--- src/rtl/package_settings_v2.sv ---
// Shared settings for the v2 shaping-filter datapath and its run controller.
package package_settings_v2;

  localparam int SIZE_FILTER_DATA = 14;
  localparam int FILT_W           = SIZE_FILTER_DATA + 3;

  localparam int CLEAR_CYCLES_DEFAULT  = 4;
  localparam int SETTLE_CYCLES_DEFAULT = 24;
  localparam int DEAD_CYCLES_DEFAULT   = 8;
  localparam int MAX_WIDTH_DEFAULT     = 64;

  typedef enum logic [2:0] {
    IDLE   = 3'd0,
    CLEAR  = 3'd1,
    SETTLE = 3'd2,
    ARMED  = 3'd3,
    RISING = 3'd4,
    HOLD   = 3'd5,
    DEAD   = 3'd6
  } ctrl_state_t;

endpackage

--- src/rtl/v2_peak_tracker.sv ---
// Threshold compare, pulse-maximum / timestamp capture and pulse width counter.
module v2_peak_tracker #(
  parameter int FILT_W    = package_settings_v2::FILT_W,
  parameter int TS_W      = 32,
  parameter int MAX_WIDTH = package_settings_v2::MAX_WIDTH_DEFAULT
) (
  input  logic                     clk,
  input  logic                     reset,
  input  logic                     arm,
  input  logic                     track,
  input  logic signed [FILT_W-1:0] threshold,
  input  logic signed [FILT_W-1:0] filter_data,
  input  logic [TS_W-1:0]          timestamp,
  output logic                     above,
  output logic                     timeout,
  output logic signed [FILT_W-1:0] peak_data,
  output logic [TS_W-1:0]          peak_time
);
  import package_settings_v2::*;

  localparam int WW = $clog2(MAX_WIDTH + 1);

  logic [WW-1:0] width;

  assign above   = filter_data > threshold;
  assign timeout = width == WW'(MAX_WIDTH);

  always_ff @(posedge clk or negedge reset) begin
    if (!reset) begin
      peak_data <= '0;
      peak_time <= '0;
      width     <= '0;
    end else if (arm && above) begin
      peak_data <= filter_data;
      peak_time <= timestamp;
      width     <= WW'(1);
    end else if (track) begin
      // A falling-edge sample that is also the new maximum still updates the peak.
      if (filter_data > peak_data)
        peak_data <= filter_data;
      if (above && !timeout)
        width <= width + WW'(1);
    end
  end

endmodule

--- src/rtl/v2_peak_ctrl.sv ---
// Run controller for the v2 trapezoidal filter: clear/settle sequencing,
// trigger arming, event handshake with dead time and lost-event counting.
module v2_peak_ctrl #(
  parameter int FILT_W        = package_settings_v2::FILT_W,
  parameter int TS_W          = 32,
  parameter int CLEAR_CYCLES  = package_settings_v2::CLEAR_CYCLES_DEFAULT,
  parameter int SETTLE_CYCLES = package_settings_v2::SETTLE_CYCLES_DEFAULT,
  parameter int DEAD_CYCLES   = package_settings_v2::DEAD_CYCLES_DEFAULT,
  parameter int MAX_WIDTH     = package_settings_v2::MAX_WIDTH_DEFAULT
) (
  input  logic                     clk,
  input  logic                     reset,
  input  logic                     start,
  input  logic                     stop,
  input  logic signed [FILT_W-1:0] threshold,
  input  logic signed [FILT_W-1:0] filter_data,
  output logic                     filter_rst_n,
  output logic signed [FILT_W-1:0] peak_data,
  output logic [TS_W-1:0]          peak_time,
  output logic                     peak_pileup,
  output logic                     peak_valid,
  input  logic                     peak_ready,
  output logic [15:0]              lost_cnt,
  output logic                     busy,
  output logic [2:0]               state_o
);
  import package_settings_v2::*;

  ctrl_state_t     state;
  logic [7:0]      cnt;
  logic [TS_W-1:0] timestamp;
  logic            filt_rst_q;
  logic            above_q;
  logic            above;
  logic            timeout;
  logic            crossing;
  logic            arm;
  logic            track;

  assign crossing     = above && !above_q;
  assign arm          = (state == ARMED) && !stop;
  assign track        = (state == RISING) && !stop;
  assign filter_rst_n = filt_rst_q & reset;
  assign busy         = state != IDLE;
  assign state_o      = state;

  v2_peak_tracker #(
    .FILT_W    (FILT_W),
    .TS_W      (TS_W),
    .MAX_WIDTH (MAX_WIDTH)
  ) u_tracker (
    .clk         (clk),
    .reset       (reset),
    .arm         (arm),
    .track       (track),
    .threshold   (threshold),
    .filter_data (filter_data),
    .timestamp   (timestamp),
    .above       (above),
    .timeout     (timeout),
    .peak_data   (peak_data),
    .peak_time   (peak_time)
  );

  always_ff @(posedge clk or negedge reset) begin
    if (!reset) begin
      state       <= IDLE;
      cnt         <= '0;
      timestamp   <= '0;
      filt_rst_q  <= 1'b0;
      above_q     <= 1'b0;
      peak_pileup <= 1'b0;
      peak_valid  <= 1'b0;
      lost_cnt    <= '0;
    end else begin
      timestamp <= timestamp + TS_W'(1);
      above_q   <= above;
      if (stop && state != IDLE) begin
        // Abort discards the pending event but keeps the captured peak registers.
        state      <= IDLE;
        cnt        <= '0;
        filt_rst_q <= 1'b0;
        peak_valid <= 1'b0;
      end else begin
        if ((state == HOLD || state == DEAD) && crossing && lost_cnt != 16'hFFFF)
          lost_cnt <= lost_cnt + 16'd1;
        case (state)
          IDLE: if (start && !stop) begin
            state <= CLEAR;
            cnt   <= '0;
          end
          CLEAR: if (cnt == 8'(CLEAR_CYCLES - 1)) begin
            state      <= SETTLE;
            cnt        <= '0;
            filt_rst_q <= 1'b1;
          end else
            cnt <= cnt + 8'd1;
          SETTLE: if (cnt == 8'(SETTLE_CYCLES - 1)) begin
            state <= ARMED;
            cnt   <= '0;
          end else
            cnt <= cnt + 8'd1;
          ARMED: if (above)
            state <= RISING;
          RISING: if (!above) begin
            state       <= HOLD;
            peak_pileup <= 1'b0;
            peak_valid  <= 1'b1;
          end else if (timeout) begin
            state       <= HOLD;
            peak_pileup <= 1'b1;
            peak_valid  <= 1'b1;
          end
          HOLD: if (peak_valid && peak_ready) begin
            state      <= DEAD;
            peak_valid <= 1'b0;
            cnt        <= '0;
          end
          DEAD: if (cnt != 8'(DEAD_CYCLES - 1))
            cnt <= cnt + 8'd1;
          else if (!above)
            state <= ARMED;
          default: state <= IDLE;
        endcase
      end
    end
  end

endmodule
--- config.mk ---
export PLATFORM = sky130hd
export DESIGN_NAME = v2_peak_ctrl
export DESIGN_NICKNAME = d
export VERILOG_FILES = /design/src/rtl/package_settings_v2.sv /design/src/rtl/v2_peak_tracker.sv /design/src/rtl/v2_peak_ctrl.sv
export SDC_FILE = /design/constraint.sdc
export NUM_CORES = 1
export LEC_CHECK = 0
export ABC_AREA = 1
export BUFFER_PORTS_ARGS = -buffer_cell sky130_fd_sc_hd__buf_2
export CORE_ASPECT_RATIO = 1.1
export CORE_MARGIN = 5
export CORE_UTILIZATION = 28
export CTS_CLUSTER_DIAMETER = 50
export DETAILED_ROUTE_END_ITERATION = 7
export GPL_TIMING_DRIVEN = 1
export HOLD_SLACK_MARGIN = 0.02
export SYNTH_ARGS = -nofsm -noshare
export SYNTH_HDL_FRONTEND = slang
export SYNTH_SLANG_ARGS = --single-unit
--- constraint.sdc ---
create_clock -name clk -period 2.51 [get_ports clk]
set_clock_uncertainty 0.1 [all_clocks]
set_input_delay 0.3765 -clock clk [delete_from_list [all_inputs] [get_ports clk]]
set_output_delay 0.3765 -clock clk [all_outputs]
set_load 0.01 [all_outputs]
==> flow_summary.ini, run 1 <==
[run_status]
status = finished clean

[global_route]
first_global_vias = 5328
grt_pass1_wl_um = 26400
antenna_found_initial = 0
grt-ovfl-total = 0
grt_max_degree = 120
grtUsageTotal_pct = 12.2

[floorplanning]
initial_utilization_pct = 28.2
dieArea_um2 = 26800
io-pin-count = 111
core.rowCount = 59
design.core.area_um2 = 23500
fp.dieH_um = 171
fp.dieW_um = 157

[route]
drcViolationCount = 0
routed_via_density = 4.37
drt_iter0_markers = 216
wirelength_um = 15900
antenna_left = 0
first_pass_iters = 4
routedWlPerCell_um = 12.9
via_count = 5394

[logic_synthesis]
synthTopCellsByArea = dfrtp_1, nand2_1, ha_1
synth.avg_cell_area_um2 = 8.39
yosys.area.top_type_share_pct = 45.0
synthArstFlopShare_pct = 100
ys_types = 37
synthCells = 788
yosysWarningCount = 0
synth_fp_nets = 870
synth_ff_type = dfrtp_1
yosysTopAreaCell = dfrtp_1
syn_area_um2 = 6610
synth-seq-cells = 119
synth-edff-count = 0
ys_seq_area_share_pct = 45.0

[power]
p_leak_nw = 4.28
pwr_density_cell_nw_per_um2 = 901
ir_drop_uv = 444
power_mw = 7.35

[setup_path]
startpoint_type = register
r2r_cells = 12
cp-startpoint = state_o[1]$_DFFE_PN0P_
path_cells = inv_1 -> ha_1 -> inv_1 -> nor2_1 -> nor2_4 -> a211o_1 -> nor2_1 -> nand2_4 -> inv_1 -> nand2_1 -> nand2_1 -> nand2_1
worstPathArrival_ns = 2.45
cpMaxStageDelayCell = dfrtp_1
crit_path_end_kind = register
path_class = register to register
ff2ff_setup_slack_ns = 0.26
timing.rr.end = lost_cnt[11]$_DFFE_PN0P_
worstSetupEndpoint = lost_cnt[11]$_DFFE_PN0P_
max_stage_delay_ns = 0.44
path_max_fanout = 14
required_ns = 2.71
rr_startpoint = state_o[1]$_DFFE_PN0P_

[cts]
cts_setup_buffers = 0
cts_sinks = 119
cts_resized = 0
clk_pin_slew_ns = 0.05
clk_path_buf_depth = 2
cts_inserted_buffers = 17
cts_tree = built
hold_buffers = 0
htree_num_levels = 4
cts-root-buf = clkbuf_16
clock_latency_ns = 0.40

[worst_hold_path]
hold_class = primary input to asynchronous set/reset pin

[timing]
post-route-period-util_pct = 89.7
finalHoldViolCount = 0
fin_setup_tns_ns = 0
fmax_ghz = 0.444
hold-worst-slack_ns = 0.0186
tightestPinTransition_ns = 0.636
fin_ws_ns = 0.258
min_period_ns = 2.25
rsz0062_at_grt = no
setup_viol = 0
slew_headroom_pct = 57.6
slew_violations = 0

[placed_design]
io_buffers = 110
gp_congestion = 0.839
place_ws_ns = -0.0277
place_area_um2 = 7590
hpwl_um = 11900
dp_cells = 1205

[cells_and_area]
register_area_um2 = 2980
fill_cells = 2456
layout.cells.non_filler = 1234
diodes = 0
layout.nets = 1001
multiInputGateArea_um2 = 3110
area_growth_pct = 23.3
utilization_pct = 34.7
drive_above_1_share_pct = 20.2
post-route-cell-area_um2 = 8150

[job]
maxCapViolCount = 0
==> worst min-delay path by stage <==
| stage | endpoint | slack [ns] | cells past startpoint |
|---|---|---|---|
| floorplan | above_q$_DFF_PN0_ | -0.02 | 0 |
| global placement | u_tracker.peak_time[18]$_DFFE_PN0P_ | 0.35 | 2 |
| detailed placement | u_tracker.peak_time[18]$_DFFE_PN0P_ | 0.35 | 2 |
| CTS | timestamp[11]$_DFF_PN0_ | 0.06 | 2 |
| global route | u_tracker.peak_time[25]$_DFFE_PN0P_ | 0.09 | 2 |
| finish | u_tracker.peak_time[31]$_DFFE_PN0P_ | 0.02 | 2 |
==> cell type report <==
type                       count  area share (%)
sequential                   119            36.5
timing repair buffer         125            8.47
tap                          305            4.68
multi-input combinational    542            38.1
clock inverter                 8            1.24
clock buffer                  21            5.65
inverter                     114            5.31
==> sequential cells by signal, summed over array words and instances (netlist names) <==
register / count
peak_valid: 1
timestamp: 32
above_q: 1
u_tracker.peak_time: 32
cnt: 8
peak_pileup: 1
u_tracker.width: 7
state_o: 3
lost_cnt: 16
u_tracker.peak_data: 17
filt_rst_q: 1
==> report_power, final <==
part | internal [mW] | switching [mW]
Clock | 1.49 | 0.865
Sequential | 2.35 | 0.345
Combinational | 0.905 | 1.39
Total | 4.75 | 2.60
==> kinds of logic (layout without fill, tap and decap cells) <==
family,count (synthesis),count (layout),synth area share (%)
AO/OA/AOI/OAI,68,68,5.79
XOR/XNOR,48,48,6.36
adder cells (fa/ha/maj),43,43,8.14
buffers and inverters,127,268,8.02
flip-flops,119,119,45.0
AND/OR/NAND/NOR,383,383,26.6
==> cells in the final DEF (no fill, tap or decap), types with 3 or more instances in the layout <==
cell type	Yosys	routed
nor4_1	4	4
ha_1	43	43
a21oi_1	19	19
nand3_1	72	72
a31oi_1	5	5
nor3_1	15	15
nor2_1	45	45
nand4_1	15	15
buf_2	6	109
dfrtp_1	119	119
clkinvlp_4	0	3
clkbuf_16	0	17
nand2_1	197	197
nand2_4	3	3
o21ai_2	6	6
xor2_1	48	48
o21ai_0	33	33
nor2_2	13	12
inv_1	113	113
buf_4	1	14
nand3_2	5	5
==> cells in the mapped netlist (all sizes together), types with 2 or more instances <==
master / count
inv: 114
nand3: 77
xor2: 48
nor4: 5
and3: 2
a21o: 2
nor2: 59
a21oi: 19
nand2: 203
nand3b: 2
nand4: 15
a31oi: 5
clkbuf: 2
o21ai: 39
ha: 43
nor3: 18
dfrtp: 119
buf: 11
==> worst max-delay path, delay by kind of cell, from the launching register on <==
family / cells / cell delay [ns]
flops: 1 / 0.44
fa+ha+maj: 1 / 0.17
compound gates: 1 / 0.23
simple gates: 7 / 0.85
buf+inv: 3 / 0.36
==> metal layers <==
layer  vias up  GRT usage [%]  share of wire, %
met1      2481           16.3                47
met3        19           3.04               4.9
met4         0           3.47               1.4
met5         -              0                 0
li1       2791              -                 -
met2       103           19.6                47
(Power assumes the default switching activity.)
==> run 2, diff against run 1 <==
--- a/config.mk
+++ b/config.mk
@@ -9,11 +9,12 @@
 export BUFFER_PORTS_ARGS = -buffer_cell sky130_fd_sc_hd__buf_2
 export CORE_ASPECT_RATIO = 1.1
 export CORE_MARGIN = 5
-export CORE_UTILIZATION = 28
+export CORE_UTILIZATION = 57
 export CTS_CLUSTER_DIAMETER = 50
 export DETAILED_ROUTE_END_ITERATION = 7
 export GPL_TIMING_DRIVEN = 1
 export HOLD_SLACK_MARGIN = 0.02
+export PLACE_DENSITY = 0.81
 export SYNTH_ARGS = -nofsm -noshare
 export SYNTH_HDL_FRONTEND = slang
 export SYNTH_SLANG_ARGS = --single-unit
==> flow_summary.ini, run 2 (synthesis gave the netlist of run 1 again) <==
[placed_design]
gp_congestion = 0.845
hpwl_um = 10700
io_buffers = 110

[timing]
slew_headroom_pct = 65.1
slew_violations = 0
min_period_ns = 2.21
fmax_ghz = 0.452
hold-worst-slack_ns = 0.0932
setup_viol = 0
rsz0062_at_grt = no
fin_setup_tns_ns = 0
finalHoldViolCount = 0
post-route-period-util_pct = 88.2
tightestPinTransition_ns = 0.523

[global_route]
antenna_found_initial = 0
grt_pass1_wl_um = 24300
globalRouteMet3Util_pct = 4.65
top_usage_layer = met2
grt-ovfl-total = 0
grtUsageTotal_pct = 21.8
use_met2_pct = 36.3
use_met1_pct = 27.5
grt_max_degree = 100
first_global_vias = 5329

[floorplanning]
core.rowCount = 41
design.core.area_um2 = 11400
fp.dieW_um = 113
io-pin-count = 111
fp.dieH_um = 123
dieArea_um2 = 13900
initial_utilization_pct = 57.8

[cells_and_area]
diodes = 0
layout.nets = 994
top_regs = timestamp x32, u_tracker.peak_time x32, u_tracker.peak_data x17
drive_above_1_share_pct = 19.7
area_growth_pct = 20.5
final_common_cell = nand2_1
utilization_pct = 69.6
fill_cells = 915
final_cell_mix = nand2_1, dfrtp_1, inv_1

[job]
maxCapViolCount = 0

[cts]
cts_setup_buffers = 0
clk_pin_slew_ns = 0.05
cts-root-buf = clkbuf_16
cts_sinks = 119
clock_latency_ns = 0.41
htree_num_levels = 4
cts_tree = built
cts_inserted_buffers = 17
clk_path_buf_depth = 2

[power]
ir_drop_uv = 623
internal_power_mw = 4.88
p_leak_nw = 4.28
pwr_density_cell_nw_per_um2 = 928
clockPowerShare_pct = 33.3
switching_share_pct = 34.0
combPwrFrac_pct = 30.2
p_sw_mw = 2.52
power_frac_seq_pct = 36.4

[route]
drcViolationCount = 0
routedWlPerCell_um = 13.4
routed_via_density = 5.13
drt_iter0_markers = 353
first_pass_iters = 6
via_count = 5505
antenna_left = 0
wirelength_um = 14400

[setup_path]
path_class = register to register
path_max_fanout = 16
startpoint_type = register
crit_path_end_kind = register
required_ns = 2.70
worstPathArrival_ns = 2.41

[worst_hold_path]
hold_class = primary input to register

[run_status]
status = finished clean
## run 2: cell count changes in the layout (fill, tap and decap cells not counted), sizes merged
cell and change:
buf -8, clkbuf +2, bufinv +1, clkinvlp -1, dlygate4sd3 +1
## run 2: metrics by stage
stage	power [mW]	area, um2	setup slack (ns)	instances
after floorplan	4.14	6610	0.358	788
after global placement	4.91	7340	0.0597	1042
after detailed placement	4.97	7340	0.0445	1042
after CTS	7.47	7960	0.239	1074
after global routing	7.94	7970	0.0571	1074
final	7.40	7970	0.297	1074
## run 2: cell type report
cell class / instances / area (um2) / area share, %
clock buffer: 23 / 488 / 6.12
tap: 150 / 188 / 2.36
multi-input combinational: 542 / 3110 / 39.0
inverter: 114 / 433 / 5.43
timing repair buffer: 118 / 653 / 8.20
sequential: 119 / 2980 / 37.4
clock inverter: 8 / 120 / 1.51
## run 2: repair_timing
action / 4_1_cts / 5_1_grt
setup endpoints to repair: 0 / 2
resized for setup: 0 / 1
hold buffers: 1 / 0
endpoints found under the hold margin: 20 / 0
## run 2: layer usage
layer	wire [um]	vias up
li1	-	2771
met1	6150	2558
met2	7170	142
met3	696	34
met4	359	0
met5	0	-
## run 2: final timing paths
kind                                                    start                            endpoint  slack (ns)  cells after the start
setup / recovery                       state_o[1]$_DFFE_PN0P_            lost_cnt[11]$_DFFE_PN0P_        0.30                     12
hold / removal                                 filter_data[0]  u_tracker.peak_data[0]$_DFFE_PN0P_        0.09                      3
setup reg to reg                       state_o[1]$_DFFE_PN0P_            lost_cnt[11]$_DFFE_PN0P_        0.30                     12
hold reg to reg            u_tracker.peak_time[1]$_DFFE_PN0P_  u_tracker.peak_time[1]$_DFFE_PN0P_        0.36                      2
max in group asynchronous                               reset  u_tracker.peak_time[5]$_DFFE_PN0P_        1.19                      3
min in group asynchronous                               reset  u_tracker.peak_data[9]$_DFFE_PN0P_        0.30                      2
## run 2: power groups by stage
stage | combinational (mW) | clock [mW] | sequential, mW
finish | 2.24 | 2.46 | 2.70
global route | 2.57 | 2.61 | 2.76
CTS | 2.26 | 2.51 | 2.69
detailed placement | 2.25 | 0 | 2.72
global placement | 2.19 | 0 | 2.71
floorplan | 1.31 | 0 | 2.83
## run 2: critical path: stages (launching register included)
cell and delay (ns):
dfrtp_1 0.43, inv_1 0.10, ha_1 0.17, inv_1 0.06
nor2_1 0.21, nor2_4 0.09, a211o_1 0.23, nor2_1 0.18
nand2_4 0.16, inv_1 0.19, nand2_1 0.07, nand2_1 0.06
nand2_1 0.04
==> run 3, diff against run 2 <==
--- a/config.mk
+++ b/config.mk
@@ -10,6 +10,7 @@
 export CORE_ASPECT_RATIO = 1.1
 export CORE_MARGIN = 5
 export CORE_UTILIZATION = 57
+export CTS_BUF_LIST = sky130_fd_sc_hd__clkbuf_16
 export CTS_CLUSTER_DIAMETER = 50
 export DETAILED_ROUTE_END_ITERATION = 7
 export GPL_TIMING_DRIVEN = 1
==> flow_summary.ini, run 3 (synthesis gave the netlist of run 1 again) <==
[run_status]
status = finished clean

[cts]
cts_setup_buffers = 0
htree_num_levels = 4
cts_inserted_buffers = 17
clock_latency_ns = 0.41
cts_sinks = 119
cts-root-buf = clkbuf_16
clk_pin_slew_ns = 0.05
cts_tree = built
clk_path_buf_depth = 2

[placed_design]
gp_congestion = 0.845
dp_cells = 1042
io_buffers = 110
hpwl_um = 10700
place_area_um2 = 7340

[timing]
fin_setup_tns_ns = 0
finalHoldViolCount = 0
hold-worst-slack_ns = 0.0870
slew_headroom_pct = 64.4
post-route-period-util_pct = 88.6
rsz0062_at_grt = no
tightestPinTransition_ns = 0.534
fmax_ghz = 0.450
setup_viol = 0
min_period_ns = 2.22
slew_violations = 0

[route]
routed_via_density = 5.12
drcViolationCount = 0
via_count = 5496
antenna_left = 0
wirelength_um = 14300
first_pass_iters = 4
drt_iter0_markers = 371
routedWlPerCell_um = 13.4

[setup_path]
crit_family = simple AND/OR/NAND/NOR gates
crit_buf_inv = 3
path_class = register to register
path_cells = inv_1 -> ha_1 -> inv_1 -> nor2_1 -> nor2_4 -> a21oi_1 -> nand4_1 -> nand3_2 -> inv_1 -> nand3_1 -> o21ai_0
required_ns = 2.69
crit_path_frequent_cell = inv_1
max_stage_delay_ns = 0.43
startpoint_type = register
path_max_fanout = 8
cpMaxStageDelayCell = dfrtp_1
crit_path_end_kind = register
worstPathArrival_ns = 2.41

[global_route]
grtUsageTotal_pct = 21.6
first_global_vias = 5283
grt-ovfl-total = 0
grt_max_degree = 100
antenna_found_initial = 0
grt_pass1_wl_um = 24100

[cells_and_area]
final_cell_mix = nand2_1, dfrtp_1, inv_1
layout.nets = 994
post-route-cell-area_um2 = 7930
drive_above_1_share_pct = 19.3
top_regs = timestamp x32, u_tracker.peak_time x32, u_tracker.peak_data x17
layout.cells.non_filler = 1074
final_common_cell = nand2_1
area_growth_pct = 19.9
diodes = 0
fill_cells = 924

[floorplanning]
fp.dieH_um = 123
fp.dieW_um = 113
design.core.area_um2 = 11400
io-pin-count = 111
initial_utilization_pct = 57.8
dieArea_um2 = 13900
core.rowCount = 41

[power]
ir_drop_uv = 500
p_leak_nw = 4.27
pwr_density_cell_nw_per_um2 = 917

[job]
maxCapViolCount = 0

[worst_hold_path]
hold_class = primary input to register
run 3: changes by cell type in the layout (fill, tap and decap cells not counted), sizes merged:
cell	delta
clkbuf	-6
clkinv	+4
inv	+2
run 3: layout make-up:
class	instances	area (um2)	area share [%]
well taps	150	188	2.37
inverters	114	433	5.46
multi-input cells	542	3110	39.2
repair buffers	118	653	8.24
clock inverters	14	143	1.80
clock buffers	17	425	5.37
flip-flops and latches	119	2980	37.6
run 3: worst reg2reg max path, cell delays in order (launching register included):
cell	delay, ns
dfrtp_1	0.43
inv_1	0.10
ha_1	0.17
inv_1	0.07
nor2_1	0.21
nor2_4	0.09
a21oi_1	0.22
nand4_1	0.13
nand3_2	0.16
inv_1	0.15
nand3_1	0.17
o21ai_0	0.10
run 3: power breakdown:
part,total [mW],internal (mW),switching (mW),leakage (nW)
Combinational,2.24,0.876,1.37,2.41
Clock,2.33,1.52,0.811,0.281
Sequential,2.70,2.35,0.346,1.57
run 3: repair_timing:
item                                   4_1_cts  5_1_grt
endpoints found under the hold margin       20        0
resized for setup                            0        1
hold buffers                                 1        0
setup endpoints to repair                    0        1
run 3: layer usage:
metal	part of all wire [%]	global-route usage [%]	vias to the layer above	routed length (um)
met5	0	0	-	0
met4	1.9	7.89	0	279
met3	5.2	5.29	26	752
met2	50	36.1	136	7220
met1	43	27.4	2566	6100
li1	-	-	2768	-
run 3: path summary, 6_finish.rpt:
| path | from | endpoint | slack, ns | depth (start not counted) |
|---|---|---|---|---|
| worst max-delay path | state_o[1]$_DFFE_PN0P_ | cnt[7]$_DFFE_PN0P_ | 0.29 | 11 |
| worst min-delay path | filter_data[0] | u_tracker.peak_data[0]$_DFFE_PN0P_ | 0.09 | 3 |
| worst max register to register | state_o[1]$_DFFE_PN0P_ | cnt[7]$_DFFE_PN0P_ | 0.29 | 11 |
| worst min register to register | u_tracker.peak_time[5]$_DFFE_PN0P_ | u_tracker.peak_time[5]$_DFFE_PN0P_ | 0.36 | 2 |
| max in group asynchronous | reset | timestamp[0]$_DFF_PN0_ | 1.19 | 3 |
| min in group asynchronous | reset | u_tracker.peak_data[9]$_DFFE_PN0P_ | 0.29 | 2 |
run 3: stage by stage:
stage | power [mW] | util, % | setup WS (ns)
finish | 7.27 | 69.3 | 0.286
global route | 7.81 | 69.3 | 0.0727
CTS | 7.34 | 69.3 | 0.234
detailed placement | 4.97 | 64.2 | 0.0445
global placement | 4.91 | 64.2 | 0.0597
floorplan | 4.14 | - | 0.358
